$ cat src/rtl/histogram_axi_reader_pkg.sv
// -----------------------------------------------------------------------------
// hist_pkg
// Shared definitions for the histogram AXI4-Lite reader:
//   - hist_state_e : sweep FSM state encoding (also exported for debug)
//   - RESP_*       : AXI read response codes
//   - DEFAULT_NUM_BINS, CDF_MAX, WD_LIMIT : sizing constants
//   - resp_is_err(): any response other than OKAY is treated as an error
// -----------------------------------------------------------------------------
package hist_pkg;

  typedef enum logic [2:0] {
    ST_IDLE = 3'd0,
    ST_ADDR = 3'd1,
    ST_DATA = 3'd2,
    ST_EMIT = 3'd3,
    ST_DONE = 3'd4
  } hist_state_e;

  localparam logic [1:0] RESP_OKAY   = 2'b00;
  localparam logic [1:0] RESP_SLVERR = 2'b10;
  localparam logic [1:0] RESP_DECERR = 2'b11;

  localparam int          DEFAULT_NUM_BINS = 256;
  localparam logic [31:0] CDF_MAX          = 32'hFFFF_FFFF;

  // Watchdog terminal count (only used when HIST_READER_TIMEOUT_EN is defined)
  localparam logic [15:0] WD_LIMIT = 16'hFFFF;

  // EXOKAY is not meaningful for AXI4-Lite, so everything but OKAY is an error.
  function automatic logic resp_is_err(input logic [1:0] resp);
    return resp != RESP_OKAY;
  endfunction

endpackage

$ cat src/rtl/hist_stats_acc.sv
// -----------------------------------------------------------------------------
// hist_stats_acc
// Running statistics for one histogram sweep: saturating cumulative sum (CDF)
// and peak-bin tracker. One bin is folded in per en_i pulse.
//
// Ports:
//   clk_i, rst_ni   clock, asynchronous active-low reset
//   clr_i           clear CDF and peak (start of a sweep); wins over en_i
//   en_i            accumulate data_i as bin idx_i
//   data_i [31:0]   bin value
//   idx_i  [7:0]    bin index of data_i
//   cdf_o  [31:0]   saturating sum of all accumulated bins
//   max_count_o     largest bin value seen (strictly-greater update)
//   max_idx_o       index of that bin (lowest index wins on ties)
//   sat_o           combinational: the add performed this cycle overflowed
// -----------------------------------------------------------------------------
module hist_stats_acc
  import hist_pkg::*;
(
  input  logic        clk_i,
  input  logic        rst_ni,
  input  logic        clr_i,
  input  logic        en_i,
  input  logic [31:0] data_i,
  input  logic [7:0]  idx_i,
  output logic [31:0] cdf_o,
  output logic [31:0] max_count_o,
  output logic [7:0]  max_idx_o,
  output logic        sat_o
);

  logic [31:0] cdf_q, cdf_d;
  logic [31:0] max_count_q, max_count_d;
  logic [7:0]  max_idx_q, max_idx_d;
  logic [32:0] sum;

  always_comb begin
    sum         = {1'b0, cdf_q} + {1'b0, data_i};
    sat_o       = en_i & ~clr_i & sum[32];
    cdf_d       = cdf_q;
    max_count_d = max_count_q;
    max_idx_d   = max_idx_q;
    if (clr_i) begin
      cdf_d       = '0;
      max_count_d = '0;
      max_idx_d   = '0;
    end else if (en_i) begin
      cdf_d = sum[32] ? CDF_MAX : sum[31:0];
      // Strictly greater keeps the lowest index on ties.
      if (data_i > max_count_q) begin
        max_count_d = data_i;
        max_idx_d   = idx_i;
      end
    end
  end

  always_ff @(posedge clk_i or negedge rst_ni) begin
    if (!rst_ni) begin
      cdf_q       <= '0;
      max_count_q <= '0;
      max_idx_q   <= '0;
    end else begin
      cdf_q       <= cdf_d;
      max_count_q <= max_count_d;
      max_idx_q   <= max_idx_d;
    end
  end

  assign cdf_o       = cdf_q;
  assign max_count_o = max_count_q;
  assign max_idx_o   = max_idx_q;

endmodule

$ cat src/rtl/histogram_axi_reader.sv
// -----------------------------------------------------------------------------
// histogram_axi_reader
// AXI4-Lite read master that sweeps every bin of the histogram slave with
// single-beat reads, streams each bin with its running CDF, and reports the
// sweep total, peak bin and a sticky error flag.
//
// Optional feature: define HIST_READER_TIMEOUT_EN to enable a 16-bit watchdog
// that abandons a read stuck in ADDR/DATA, emits that bin as 0 and sets err.
//
// Handshakes: a transfer happens on a rising edge where valid and ready are
// both high. arvalid, once high, stays high with a stable araddr until
// arready (or a watchdog abort); rready is high only while waiting for data,
// so rvalid at any other time is never accepted. One transaction in flight.
//
// Ports:
//   clk, rst                      clock, asynchronous active-low reset
//   start                         sweep request (accepted only when idle)
//   busy, done                    sweep in progress / one-cycle completion
//   m_axi_ar*, m_axi_r*           AXI4-Lite read address and data channels
//   bin_valid, bin_idx,
//   bin_count, bin_cdf            per-bin output stream (registered)
//   total, max_idx, max_count     sweep statistics, valid from done to start
//   err                           sticky error, cleared on start
//   dbg_state                     current FSM state
// -----------------------------------------------------------------------------
module histogram_axi_reader
  import hist_pkg::*;
#(
  parameter int          ADDR_BITS = 10,
  parameter int          NUM_BINS  = DEFAULT_NUM_BINS,
  parameter int unsigned BASE_ADDR = 0
) (
  input  logic                 clk,
  input  logic                 rst,
  input  logic                 start,
  output logic                 busy,
  output logic                 done,
  output logic [ADDR_BITS-1:0] m_axi_araddr,
  output logic                 m_axi_arvalid,
  input  logic                 m_axi_arready,
  input  logic [31:0]          m_axi_rdata,
  input  logic [1:0]           m_axi_rresp,
  input  logic                 m_axi_rvalid,
  output logic                 m_axi_rready,
  output logic                 bin_valid,
  output logic [7:0]           bin_idx,
  output logic [31:0]          bin_count,
  output logic [31:0]          bin_cdf,
  output logic [31:0]          total,
  output logic [7:0]           max_idx,
  output logic [31:0]          max_count,
  output logic                 err,
  output hist_state_e          dbg_state
);

  localparam logic [7:0] LAST_IDX = 8'(NUM_BINS - 1);

  hist_state_e state_q, state_d;
  logic [7:0]  idx_q, idx_d;
  logic [31:0] bin_count_q, bin_count_d;
  logic        err_q, err_d;

  logic        ar_hs, r_hs, wd_expired, timeout_hit;
  logic        start_acc, capture, cap_err, last_bin;
  logic [31:0] cap_data;
  logic [31:0] acc_cdf, acc_max_count;
  logic [7:0]  acc_max_idx;
  logic        acc_sat;

  assign ar_hs     = (state_q == ST_ADDR) & m_axi_arready;
  assign r_hs      = (state_q == ST_DATA) & m_axi_rvalid;
  assign start_acc = (state_q == ST_IDLE) & start;
  assign last_bin  = (idx_q == LAST_IDX);

`ifdef HIST_READER_TIMEOUT_EN
  // Counts every cycle of one bin's ADDR+DATA wait; cleared outside them.
  logic [15:0] wd_q, wd_d;
  logic        in_wait;

  assign in_wait    = (state_q == ST_ADDR) | (state_q == ST_DATA);
  assign wd_d       = in_wait ? wd_q + 16'd1 : '0;
  assign wd_expired = in_wait & (wd_q == WD_LIMIT);

  always_ff @(posedge clk or negedge rst) begin
    if (!rst) wd_q <= '0;
    else      wd_q <= wd_d;
  end
`else
  assign wd_expired = 1'b0;
`endif

  // A handshake landing on the expiry cycle still completes normally.
  assign timeout_hit = wd_expired & ~ar_hs & ~r_hs;

  // Error responses and aborted reads contribute a zero bin.
  assign capture  = r_hs | timeout_hit;
  assign cap_err  = timeout_hit | (r_hs & resp_is_err(m_axi_rresp));
  assign cap_data = (r_hs & ~resp_is_err(m_axi_rresp)) ? m_axi_rdata : '0;

  // ---------------------------------------------------------------- FSM
  always_ff @(posedge clk or negedge rst) begin
    if (!rst) state_q <= ST_IDLE;
    else      state_q <= state_d;
  end

  always_comb begin
    state_d = state_q;
    unique case (state_q)
      ST_IDLE: if (start) state_d = ST_ADDR;
      ST_ADDR: begin
        if (ar_hs)            state_d = ST_DATA;
        else if (timeout_hit) state_d = ST_EMIT;
      end
      ST_DATA: if (r_hs | timeout_hit) state_d = ST_EMIT;
      ST_EMIT: state_d = last_bin ? ST_DONE : ST_ADDR;
      ST_DONE: state_d = ST_IDLE;
      default: state_d = ST_IDLE;
    endcase
  end

  always_comb begin
    busy          = (state_q != ST_IDLE);
    done          = (state_q == ST_DONE);
    m_axi_arvalid = (state_q == ST_ADDR);
    m_axi_rready  = (state_q == ST_DATA);
    bin_valid     = (state_q == ST_EMIT);
    // Address is forced to 0 outside ADDR so every output idles at 0.
    m_axi_araddr  = '0;
    if (state_q == ST_ADDR)
      m_axi_araddr = ADDR_BITS'(BASE_ADDR) + ADDR_BITS'({idx_q, 2'b00});
  end

  // ---------------------------------------------------------------- datapath
  always_comb begin
    idx_d       = idx_q;
    bin_count_d = bin_count_q;
    err_d       = err_q;
    if (start_acc) begin
      idx_d = '0;
      err_d = 1'b0;
    end
    if (capture) begin
      bin_count_d = cap_data;
      if (cap_err) err_d = 1'b1;
    end
    if (acc_sat) err_d = 1'b1;
    if ((state_q == ST_EMIT) && !last_bin) idx_d = idx_q + 8'd1;
  end

  always_ff @(posedge clk or negedge rst) begin
    if (!rst) begin
      idx_q       <= '0;
      bin_count_q <= '0;
      err_q       <= 1'b0;
    end else begin
      idx_q       <= idx_d;
      bin_count_q <= bin_count_d;
      err_q       <= err_d;
    end
  end

  hist_stats_acc u_stats (
    .clk_i       (clk),
    .rst_ni      (rst),
    .clr_i       (start_acc),
    .en_i        (capture),
    .data_i      (cap_data),
    .idx_i       (idx_q),
    .cdf_o       (acc_cdf),
    .max_count_o (acc_max_count),
    .max_idx_o   (acc_max_idx),
    .sat_o       (acc_sat)
  );

  assign bin_idx   = idx_q;
  assign bin_count = bin_count_q;
  assign bin_cdf   = acc_cdf;
  // The CDF after the last bin is the sweep total.
  assign total     = acc_cdf;
  assign max_idx   = acc_max_idx;
  assign max_count = acc_max_count;
  assign err       = err_q;
  assign dbg_state = state_q;

endmodule

$ cat config.mk
export PLATFORM = sky130hd
export DESIGN_NAME = histogram_axi_reader
export DESIGN_NICKNAME = d
export VERILOG_FILES = /design/src/rtl/histogram_axi_reader_pkg.sv /design/src/rtl/hist_stats_acc.sv /design/src/rtl/histogram_axi_reader.sv
export SDC_FILE = /design/constraint.sdc
export NUM_CORES = 1
export LEC_CHECK = 0
export CORE_AREA = 2 2 153 155
export DETAILED_ROUTE_END_ITERATION = 8
export DIE_AREA = 0 0 155 157
export PLACE_DENSITY_LB_ADDON = 0.05
export RECOVER_POWER = 100
export SLEW_MARGIN = 20
export SYNTH_ARGS = -nofsm -noshare
export SYNTH_HDL_FRONTEND = slang
export SYNTH_HIERARCHICAL = 1
export SYNTH_SLANG_ARGS = --single-unit
$ cat constraint.sdc
create_clock -name clk -period 4.8 [get_ports clk]
set_input_delay 0.96 -clock clk [delete_from_list [all_inputs] [get_ports clk]]
set_output_delay 0.96 -clock clk [all_outputs]
set_load 0.01 [all_outputs]
### Word-level counts from Yosys, hierarchy flattened

Index checks and enable logic that the tools add are counted.

* muxes and demuxes: 22
* add/subtract/negate cells: 2
* bitwise operators: 9
* $lt $le $gt $ge: 1
* reduce and logical (&&, ||, !) cells: 10
* equality and inequality tests: 8

Operators by type and width (count)
* 32-bit 2-to-1 mux: 7
* 8-bit 2-to-1 mux: 5
* 32-bit by 32-bit adder with 33-bit output: 1
* 32-bit > comparator: 1
* 3-bit 2-to-1 mux: 4
* 3-bit one-hot mux with 4 select lines: 1
* 10-bit 2-to-1 mux: 1
* 8-bit by 1-bit adder with 8-bit output, second input constant: 1
* 8-bit == test, second input constant: 1
* 2-bit nonzero test: 4
* 1-bit AND: 7
* 3-bit by 2-bit == test with 1-bit output, second input constant: 2
* 1-bit 2-to-1 mux: 4
* 2-bit by 1-bit inequality test with 1-bit output, second input constant: 2
* 3-bit by 1-bit == test with 1-bit output, second input constant: 1
* 3-bit == test, second input constant: 1
* 3-bit logical NOT: 1
* 3-bit AND reduction: 1
* 3-bit nonzero test: 1
* 2-bit inequality test, second input constant: 1
* 1-bit NOT: 2
* 2-bit AND reduction: 1
* 1-bit logical AND: 1
* 1-bit logical NOT: 1

* register bits: 116
* input bits: 39
* word-level logic and storage cells: 59
* output and inout bits: 163

### Depth between registers and ports, before layout

Gate-level depths: netlist (run 1).

* word-level depth: 8
* gate-level depth with buffers: 18
* gate-level depth less buffers: 16

### Hierarchy

The synthesis (run 1) kept the hierarchy.

Modules (own cells, without submodules)
* hist_stats_acc: cells each 560, sequential area each 1801.7 µm², instances 1, area each 5413.9 µm²
* histogram_axi_reader: cells each 223, sequential area each 1101.1 µm², instances 1, area each 2378.5 µm²

### Worst setup path before layout (run 1)

Ideal clock, no wire load.

* kind: input -> register
* start point: input m_axi_rvalid
* end point: register u_stats.cdf_q[27] (netlist: u_stats/cdf_o[27])
* stages: 14
* setup time: 88 ps
* data arrival time: 3653 ps
* path slack: 1058 ps
* required time: 4712 ps
* path buffers: 1
* cells stage by stage: nand2_4 nor3_4 buf_6 and2_1 ha_1 a21o_1 nand2_1 o211ai_2 a21o_1 o31a_2 a211oi_2 o21ai_0 xnor2_1 a211oi_2

* longest elaborated chain between the ends: 7
* elaborated cells between the ends (all ways): 8
* those cells by class: add/sub: 1; mux: 4; bitwise: 2; reduce/logical: 1

Ends and longest elaborated chain
* start: declaration: RTL line histogram_axi_reader.sv:43 `input logic m_axi_rvalid,`
* 1-bit AND: RTL line histogram_axi_reader.sv:71 `assign r_hs = (state_q == ST_DATA) & m_axi_rvalid;`
* 1-bit AND: RTL line histogram_axi_reader.sv:98 `assign cap_data = (r_hs & ~resp_is_err(m_axi_rresp)) ? m_axi_rdata : '0;`
* 32-bit 2-to-1 mux: RTL line histogram_axi_reader.sv:98
* named net cap_data[1]: RTL line histogram_axi_reader.sv:65 `logic [31:0] cap_data;`
* 32-bit by 32-bit adder with 33-bit output: RTL line hist_stats_acc.sv:38 `sum = {1'b0, cdf_q} + {1'b0, data_i};`
* 32-bit 2-to-1 mux: RTL line hist_stats_acc.sv:48 `cdf_d = sum[32] ? CDF_MAX : sum[31:0];`
* 32-bit 2-to-1 mux: RTL line hist_stats_acc.sv:47 `end else if (en_i) begin`
* 32-bit 2-to-1 mux: RTL line hist_stats_acc.sv:43 `if (clr_i) begin`
* end signal: assignment: RTL line hist_stats_acc.sv:59 `cdf_q <= '0;`
* end signal: assignment: RTL line hist_stats_acc.sv:63 `cdf_q <= cdf_d;`
* end: declaration: RTL line hist_stats_acc.sv:32 `logic [31:0] cdf_q, cdf_d;`

The timed path passes the listed nets, and every way through them passes these cells. The select of a mux whose other input is x is not followed.
A chain may end at the register's enable or synchronous reset.

### Worst setup path after layout (run 1)

* start point: input m_axi_rvalid
* end point: register u_stats.max_idx_q[2] (netlist: u_stats/max_idx_o[2])

* longest elaborated chain between the ends: 6
* elaborated cells between the ends (all ways): 7
* those cells by class: order compare: 1; mux: 1; bitwise: 2; reduce/logical: 3

Ends and longest elaborated chain
* 1-bit AND: RTL line histogram_axi_reader.sv:71
* 1-bit AND: RTL line histogram_axi_reader.sv:98
* 32-bit 2-to-1 mux: RTL line histogram_axi_reader.sv:98
* named net cap_data[29]: RTL line histogram_axi_reader.sv:65
* 32-bit > comparator: RTL line hist_stats_acc.sv:50 `if (data_i > max_count_q) begin`
* 2-bit nonzero test (no source line)
* 2-bit AND reduction (no source line)
* end signal: assignment: RTL line hist_stats_acc.sv:65 `max_idx_q <= max_idx_d;`
* end: declaration: RTL line hist_stats_acc.sv:34 `logic [7:0] max_idx_q, max_idx_d;`

The timed path passes the listed nets, and every way through them passes these cells.

==> flow_summary.json, run 1 <==
{
  "coreArea_um2": 22500,
  "cap_violations": 2,
  "final_max_slew_viol_count": 74,
  "p_leak_nw": 4.87,
  "setup_viol": 0,
  "nets": 1055,
  "die_h_um": 157,
  "grt_pass1_vias": 6495,
  "violations": "max-capacitance violations, max-slew violations",
  "start_util_pct": 34.6,
  "drive_gt1_share_pct": 7.19,
  "grt_pass1_wl_um": 36300,
  "r2r_start": "dbg_state[1]",
  "final_common_cell": "dlygate4sd3_1",
  "wirelength_um": 22800,
  "clk_pin_slew_ps": 50,
  "start_kind": "input port",
  "path_buf_inv": 4,
  "fin_util_pct": 45.5,
  "cp_data_arrival_time_ps": 4530,
  "ioPinCount": 202,
  "dr_total_vias": 6411,
  "min-delay-start": "err",
  "fill_cells": 2114,
  "cts_buffer_depth": 2,
  "yosys.cell_types.count": 62,
  "grt_max_degree": 43,
  "clk_latency_ps": 410,
  "drc_errors": 0,
  "grt-ovfl-total": 0,
  "regToRegEndpoint": "u_stats/max_idx_o[2]",
  "reg2regPathDepth": 14,
  "grt_antenna_before_repair": 1,
  "drt_iter0_markers": 343,
  "cts_resized": 0,
  "layout_common_cells": "dlygate4sd3_1, dfrtp_1, nor2_1",
  "critPathSlowestCell": "dlygate4sd3_1",
  "synth.top_cells.by_area": "dfrtp_1, ha_1, mux2i_1, a211oi_2, nor2_1",
  "setup_ws_ps": 533,
  "hold_buffers": 0,
  "cts_buffers": 17,
  "post_drt_wl_per_cell_um": 18.4,
  "cts_root_buffer": "clkbuf_16",
  "antennaDiodeCount": 0,
  "whs_path_depth": 1,
  "place_ws_ps": 144,
  "cp_common_cell": "buf_4",
  "drt-pass1-iter-count": 4,
  "post-cts-setup-buffers": 0,
  "cp_max_fo": 23,
  "syn_area_per_cell_um2": 9.95,
  "post_dp_cell_area_um2": 9840,
  "die_w_um": 155,
  "fin_crit_ps": 4270,
  "htree_levels": 4,
  "synth.largest_area_cell": "dfrtp_1",
  "ant_nets": 0,
  "critical-path-max-stage-delay_ps": 550,
  "ys_warn_count": 6,
  "dp_cells": 1216,
  "r2r_slack_ps": 770,
  "design.die.area_um2": 24300,
  "cp_top_family": "buffers and inverters",
  "fin_cells": 1244,
  "run_status": "finished, violations left",
  "syn_area_um2": 7790,
  "ys_ff_latch": 116,
  "dp_hpwl_um": 16700,
  "post-layout-total-power_mw": 5.04,
  "cts_tree": "done",
  "max_freq_ghz": 0.234,
  "hold_viol_final": 0,
  "syn_inst": 783,
  "final.setup.tns_ps": 0,
  "design_area_um2": 10200,
  "synth-edff-count": 0,
  "synth-seq-area-share_pct": 37.3,
  "worst_setup_path_end_kind": "flop",
  "cts.sinks": 116,
  "power_density_nw_per_um2": 492,
  "synthToLayoutAreaGrowth_pct": 31.3,
  "max_slew_margin_pct": -36.2,
  "rsz0062_at_grt": "false",
  "hold-worst-slack_ps": 494,
  "via_per_inst": 5.15,
  "cp_num_cells": 14,
  "skew_ps": 10.5,
  "async_reset_ff_share_pct": 100,
  "rows": 55,
  "grt_usage_pct": 19.1,
  "synth_top_flop_cell": "dfrtp_1",
  "ir_drop_uv": 278,
  "hold_end": "err",
  "required_ps": 5060,
  "tightest_slew_ps": 2040,
  "period_share_pct": 88.9,
  "gp_congestion": 0.856,
  "critPathKind": "in2reg",
  "hold_path.class": "reg2reg",
  "yosysTopAreaCellShare_pct": 37.3,
  "crit_chain": "dlygate4sd3_1, nand2_1, nor3_4, buf_4, and2_0, ha_1, nand4_1, nor4_1, buf_4, o21ai_1, a221oi_4, buf_12, mux2i_1, nor2_1",
  "io_buffers": 199
}
## state kept, by name, indices dropped and copies added (netlist names)
signal               count
u_stats/cdf_o           32
err                      1
u_stats/max_count_o     32
bin_count               32
bin_idx                  8
u_stats/max_idx_o        8
dbg_state                3
## logic make-up after synthesis
family                     count (synthesis)  share of synthesized area (%)
AOI/OAI and AO/OA                        195                           20.1
xor gates and xnor gates                  29                           3.26
adders and majority gates                 66                           10.7
buffers and inverters                    108                           8.27
DFF                                      116                           37.3
muxes                                     41                           5.28
other                                      1                         0.0481
and+or+nand+nor                          227                           15.1
## Yosys cell counts, types with 3 or more instances
library cell  number
nor3b_1            5
a21oi_1           42
o21a_1             6
nand2b_1           5
nand4_1           14
a21oi_2            3
a211oi_1           4
a211oi_2          31
mux2i_1           40
and3_1             5
o21ai_0           18
buf_6             14
a21o_1            24
buf_4             35
inv_1             41
nand2_1           27
ha_1              65
o21ai_1            4
a211o_1            5
dfrtp_1          116
and2_1            43
a31oi_1            5
nor2b_1            6
nor3_1             6
o21bai_1           4
clkbuf_1          15
nand3_1            8
nor3_4             3
a22o_1            33
nor2_1            91
xor2_1            11
xnor2_1           18
## report_power, final
part           internal, mW  switching [mW]
logic                  1.13            1.13
registers              1.27           0.306
clock network         0.752           0.445
## worst max path at each step
stage / start / end
3_5_place_dp: m_axi_rvalid / u_stats/max_idx_o[2]
4_1_cts: m_axi_rvalid / u_stats/max_idx_o[2]
5_1_grt: m_axi_rvalid / u_stats/max_idx_o[6]
6_report: m_axi_rvalid / u_stats/max_idx_o[2]
3_3_place_gp: m_axi_rvalid / u_stats/max_count_o[1]
2_1_floorplan: m_axi_rvalid / u_stats/cdf_o[27]
## worst register-to-register path, stage by stage (launching register included)
cell and delay [ps]:
dfrtp_1 490, nor3b_1 320, nand2_1 180, nor3_4 230
buf_4 320, and2_0 290, ha_1 190, nand4_1 190
nor4_1 450, buf_4 210, o21ai_1 100, a221oi_4 370
buf_12 260, mux2i_1 230, nor2_1 60
## cell type report
type                            instances  area, um^2  area share, %
Sequential cell                       116        2900           28.4
Tap cell                              285         357           3.48
Inverter                               41         154           1.50
Clock buffer                           23         488           4.77
Multi-Input combinational cell        560        4130           40.3
Timing Repair Buffer                  214        2150           21.0
Clock inverter                          5        52.6          0.514
## per-layer routing
| metal | share of wire (%) | vias to the layer above | GRT usage, % | routed length [um] |
|---|---|---|---|---|
| met5 | 0.053 | - | 0 | 12 |
| met4 | 0.62 | 2 | 4.94 | 141 |
| met3 | 5.3 | 9 | 4.27 | 1210 |
| met2 | 46 | 202 | 30.6 | 10600 |
| met1 | 48 | 3107 | 26.2 | 10900 |
| li1 | - | 3091 | - | - |
Note: power is estimated with default switching activity, not from simulation.
==> run 2: changes to the inputs <==
--- a/config.mk
+++ b/config.mk
@@ -10,7 +10,6 @@
 export DIE_AREA = 0 0 155 157
 export PLACE_DENSITY_LB_ADDON = 0.05
 export RECOVER_POWER = 100
-export SLEW_MARGIN = 20
 export SYNTH_ARGS = -nofsm -noshare
 export SYNTH_HDL_FRONTEND = slang
 export SYNTH_HIERARCHICAL = 1
==> results of run 2 <==
Same layout as run 1: the final DEF is identical, and so are final timing and power.
